--- config.mk ---
export PLATFORM = sky130hd
export DESIGN_NAME = key_event_scheduler
export DESIGN_NICKNAME = d
export VERILOG_FILES = /design/src/rtl/enigma_pkg.sv /design/src/rtl/key_edge_pulse.sv /design/src/rtl/key_event_scheduler.sv
export SDC_FILE = /design/constraint.sdc
export NUM_CORES = 1
export LEC_CHECK = 0
export ABC_AREA = 1
export CAP_MARGIN = 20
export CORE_ASPECT_RATIO = 0.5
export CORE_MARGIN = 2
export CORE_UTILIZATION = 45
export DETAILED_ROUTE_END_ITERATION = 10
export SLEW_MARGIN = 20
export SYNTH_ARGS = -nofsm -noshare
export SYNTH_HDL_FRONTEND = slang
export SYNTH_HIERARCHICAL = 1
export SYNTH_SLANG_ARGS = --single-unit
--- constraint.sdc ---
create_clock -name clk -period 10.9 [get_ports clk]
set_input_delay 2.725 -clock clk [delete_from_list [all_inputs] [get_ports clk]]
set_output_delay 2.725 -clock clk [all_outputs]
set_load 0.02 [all_outputs]
--- src/rtl/enigma_pkg.sv ---
// Shared constants and types for the Enigma front-panel key path.
package enigma_pkg;

   localparam int KEY_COUNT  = 26;
   localparam int KEY_CODE_W = 5;

   typedef logic [KEY_CODE_W-1:0] key_code_t;

   typedef enum logic [1:0] {
      IDLE,
      OFFER,
      GAP
   } sched_state_t;

endpackage : enigma_pkg

--- src/rtl/key_edge_pulse.sv ---
// Two-sample history of one key line; rise is high for one cycle per 0->1 transition.
module key_edge_pulse (
   input  logic clk,
   input  logic reset,
   input  logic key_raw,
   output logic rise
);

   // hist_reg[1] is the newest sample and hist_reg[0] the one before it.
   logic [1:0] hist_reg;

   always_ff @(posedge clk) begin
      if (reset) begin
         hist_reg <= 2'b00;
      end else begin
         hist_reg <= {key_raw, hist_reg[1]};
      end
   end

   assign rise = hist_reg[1] & ~hist_reg[0];

endmodule : key_edge_pulse

--- src/rtl/key_event_scheduler.sv ---
// Turns raw key edges into single key events, arbitrates round-robin and offers
// one code at a time over valid/ready, followed by a rotor settle gap.
module key_event_scheduler
   import enigma_pkg::*;
#(
   parameter int N_KEYS     = KEY_COUNT,
   parameter int CODE_W     = KEY_CODE_W,
   parameter int GAP_CYCLES = 4
) (
   input  logic              clk,
   input  logic              reset,
   input  logic [N_KEYS-1:0] keys_raw,
   output logic [CODE_W-1:0] key_code,
   output logic              key_valid,
   input  logic              key_ready,
   output logic              overrun
);

   localparam int GAP_W = (GAP_CYCLES > 1) ? $clog2(GAP_CYCLES) : 1;

   logic [N_KEYS-1:0] rise;

   generate
      for (genvar gi = 0; gi < N_KEYS; gi++) begin : g_edge
         key_edge_pulse u_edge (
            .clk    (clk),
            .reset  (reset),
            .key_raw(keys_raw[gi]),
            .rise   (rise[gi])
         );
      end
   endgenerate

   // Returns {found, index} of the first requester at or after start, wrapping.
   function automatic logic [CODE_W:0] rr_select(input logic [N_KEYS-1:0] req,
                                                 input logic [CODE_W-1:0] start);
      logic [CODE_W:0] res;
      int              idx;
      res = '0;
      for (int k = N_KEYS - 1; k >= 0; k--) begin
         idx = int'(start) + k;
         if (idx >= N_KEYS) idx = idx - N_KEYS;
         if (req[idx]) res = {1'b1, CODE_W'(idx)};
      end
      return res;
   endfunction

   sched_state_t      state_reg, state_next;
   logic [N_KEYS-1:0] pending_reg, pending_next;
   logic [N_KEYS-1:0] grant_mask;
   logic [CODE_W-1:0] ptr_reg, ptr_next;
   logic [CODE_W-1:0] code_reg, code_next;
   logic              valid_reg, valid_next;
   logic              overrun_reg, overrun_next;
   logic [GAP_W-1:0]  gap_reg, gap_next;
   logic [CODE_W:0]   sel;
   logic              sel_found;
   logic [CODE_W-1:0] sel_idx;

   assign sel       = rr_select(pending_reg, ptr_reg);
   assign sel_found = sel[CODE_W];
   assign sel_idx   = sel[CODE_W-1:0];

   always_ff @(posedge clk) begin
      if (reset) begin
         state_reg   <= IDLE;
         pending_reg <= '0;
         ptr_reg     <= '0;
         code_reg    <= '0;
         valid_reg   <= 1'b0;
         overrun_reg <= 1'b0;
         gap_reg     <= '0;
      end else begin
         state_reg   <= state_next;
         pending_reg <= pending_next;
         ptr_reg     <= ptr_next;
         code_reg    <= code_next;
         valid_reg   <= valid_next;
         overrun_reg <= overrun_next;
         gap_reg     <= gap_next;
      end
   end

   always_comb begin
      state_next   = state_reg;
      pending_next = pending_reg | rise;
      grant_mask   = '0;
      ptr_next     = ptr_reg;
      code_next    = code_reg;
      valid_next   = valid_reg;
      gap_next     = gap_reg;

      case (state_reg)
         IDLE: begin
            if (sel_found) begin
               // A fresh edge on the granted key in this same cycle is a new event.
               pending_next[sel_idx] = rise[sel_idx];
               grant_mask[sel_idx]   = 1'b1;
               code_next             = sel_idx;
               valid_next            = 1'b1;
               ptr_next              = (sel_idx == CODE_W'(N_KEYS - 1)) ? '0 : sel_idx + 1'b1;
               state_next            = OFFER;
            end
         end
         OFFER: begin
            if (key_ready) begin
               valid_next = 1'b0;
               if (GAP_CYCLES > 0) begin
                  gap_next   = GAP_W'(GAP_CYCLES - 1);
                  state_next = GAP;
               end else begin
                  state_next = IDLE;
               end
            end
         end
         GAP: begin
            if (gap_reg == '0) begin
               state_next = IDLE;
            end else begin
               gap_next = gap_reg - 1'b1;
            end
         end
         default: begin
            state_next = IDLE;
         end
      endcase

      overrun_next = overrun_reg | (|(rise & pending_reg & ~grant_mask));
   end

   assign key_code  = code_reg;
   assign key_valid = valid_reg;
   assign overrun   = overrun_reg;

endmodule : key_event_scheduler

==> flow_summary.ini <==
[synthesis]
ys_ff_latch = 94
synthTopCellsByCount = 517 x nand2_1, 299 x inv_1, 191 x nor2_1
synthMuxAreaShare_pct = 0
yosys.area.top_type = nand2_1
yosysUniqueCellTypes = 55
synth-compound-area-share_pct = 29.0
synthAdderAreaFrac_pct = 3.69
synth-simple-area-share_pct = 34.4
synth-edff-count = 0
synth_ff_type = dfxtp_1
yosys_warnings = 6
ys_seq_area_share_pct = 15.9
syn_inst = 2115
netlist_area_mm2 = 0.0119
postSynthAreaPerCell_um2 = 5.61
synth_top_area_share_pct = 16.4
synth.most_common_cell = nand2_1
synthArstFlopShare_pct = 0
synth_nets = 2179
synth_area_leaders = nand2_1 16%, dfxtp_1 16%, inv_1 9.5%, o21ai_0 7.6%, nand3_1 6.5%
synthXorXnorAreaFrac_pct = 2.72
synth_top_family_by_area = simple AND/OR/NAND/NOR gates

[detailed_routing]
drt_iter0_drc = 2178
drc = 0
firstDrtPassIters = 6
via_count = 14300
vias_per_cell = 5.76
postRouteWirelength_um = 46500
wire_per_inst_um = 18.8
ant_nets = 0

[floorplan]
die-area_mm2 = 0.0277
ioPinCount = 36
core_area_mm2 = 0.0255
die_h_um = 119
fp.dieW_um = 234
initial_core_util_pct = 46.4
rows = 41

[worst_setup_path]
path_common_cell = nand2_1
worst_setup_path_start_kind = flip-flop
cp.arrival_ns = 8.49
critPathTopFamily = simple AND/OR/NAND/NOR gates
critPathSlowestCell = ha_1
crit_buf_inv = 8
worst-path-max-fanout = 53
crit_path_max_incr_delay_ns = 0.86
timing.critical_path.required_ns = 11.14
worstSetupEndpointType = flip-flop
critPathKind = reg -> reg

[timing]
setup_tns_ns = 0
period_minus_slack_ns = 8.24
rsz0062_at_grt = false
setup_viol = 0
timing.hold.ws_ns = 0.425
fmax_mhz = 121
slew_viol_final = 0
worstMarginPinSlew_ns = 1.13
relSlewSlack_pct = 24.0
finalCritPeriodShare_pct = 75.6
finalHoldViolCount = 0
clock_skew_ns = 0.00774

[clocking]
clk_latency_ns = 0.35
numCtsBuffers = 9
h-tree-depth = 3
ctsRootBufferMaster = clkbuf_16
path_clk_slew_ns = 0.07
cts.sink_count = 94
cts_tree = built
clockBufferDepth = 2
cts_resized = 0
cts-hold-fix-buffers = 0
post_cts_buffers = 0

[run_status]
status = finished clean

[placed_design]
gp_congestion = 1.05
dp_hpwl_um = 36400
numPortBuffers = 35

[min_path]
hold_path_class = reg -> reg

[global_route]
grt_max_degree = 65
grt_pass1_wl_um = 70800
grt_pass1_vias = 12500
overflow = 0
antenna_found_initial = 1
track_usage_pct = 33.3

[layout]
area_growth_pct = 7.60
fin_nets = 2194
post-route-util_pct = 49.9
drive_gt1_share_pct = 8.43
largest_reg_flops = 52

[flow_run]
max_cap_violations = 0
-- kinds of logic after synthesis --
group                    Yosys count
AO/OA/AOI/OAI                    590
XOR/XNOR                          33
adder cells (fa/ha/maj)           35
buffers and inverters            410
flip-flops                        94
AND/OR/NAND/NOR                  953
-- through the flow --
| step | area, um^2 | cells | setup WS [ns] |
|---|---|---|---|
| final | 12800 | 2480 | 2.66 |
| after global routing | 12800 | 2478 | 1.85 |
| after CTS | 12700 | 2478 | 2.92 |
| after detailed placement | 12400 | 2463 | 2.95 |
| after global placement | 12400 | 2463 | 3.04 |
| after floorplan | 11900 | 2115 | 4.80 |
-- layout by cell type, fill, tap and decap left out, drive strengths merged, types with 2 or more instances in the layout --
master / count
a21oi: 153
nor3: 6
buf: 20
nand2: 558
ha: 35
clkdlybuf4s50: 34
o211ai: 62
nand3b: 3
a211o: 2
dfxtp: 94
clkbuf: 11
o22ai: 13
diode: 2
o21ai: 290
bufinv: 2
o21a: 6
or2: 7
nor2: 199
clkinv: 6
a31oi: 17
xor2: 29
o31ai: 7
and2: 2
a41oi: 9
inv: 355
o221ai: 10
o311ai: 12
nand3: 160
nand4: 18
xnor2: 4
a211oi: 3
-- layout make-up --
| type | count | area, um^2 |
|---|---|---|
| Clock buffer | 11 | 233 |
| Sequential cell | 94 | 1880 |
| Timing Repair Buffer | 54 | 488 |
| Fill cell | 2834 | 12800 |
| Tap cell | 344 | 430 |
| Clock inverter | 4 | 72.6 |
| Antenna cell | 2 | 5.00 |
| Inverter | 360 | 1360 |
| Multi-Input combinational cell | 1611 | 8290 |
-- worst min-delay path, delay by kind of cell (launching register included) --
kind                   cells  cell delay (ns)
AND/OR/NAND/NOR            1             0.04
buffers and inverters      1             0.06
flip-flops                 1             0.29
-- metal layers --
metal  up-vias  track usage [%]  share of wire, %
met1      6443             45.5                44
met3        75             10.7                13
met2       741             49.9                41
li1       7016                -                 -
met4         0             8.82               2.2
met5         -                0                 0
-- worst paths after layout --
path | from | endpoint | slack, ns | depth (start not counted)
worst max-delay path | ptr_reg[0] | overrun | 2.66 | 42
worst min-delay path | g_edge[8].u_edge/hist_reg[1] | g_edge[8].u_edge/hist_reg[0] | 0.43 | 2
worst max register to register | ptr_reg[0] | overrun | 2.66 | 42
worst min register to register | g_edge[8].u_edge/hist_reg[1] | g_edge[8].u_edge/hist_reg[0] | 0.43 | 2
Power is not shown: default switching activity piles up to over one toggle a cycle in this logic, so the estimate is an artifact.
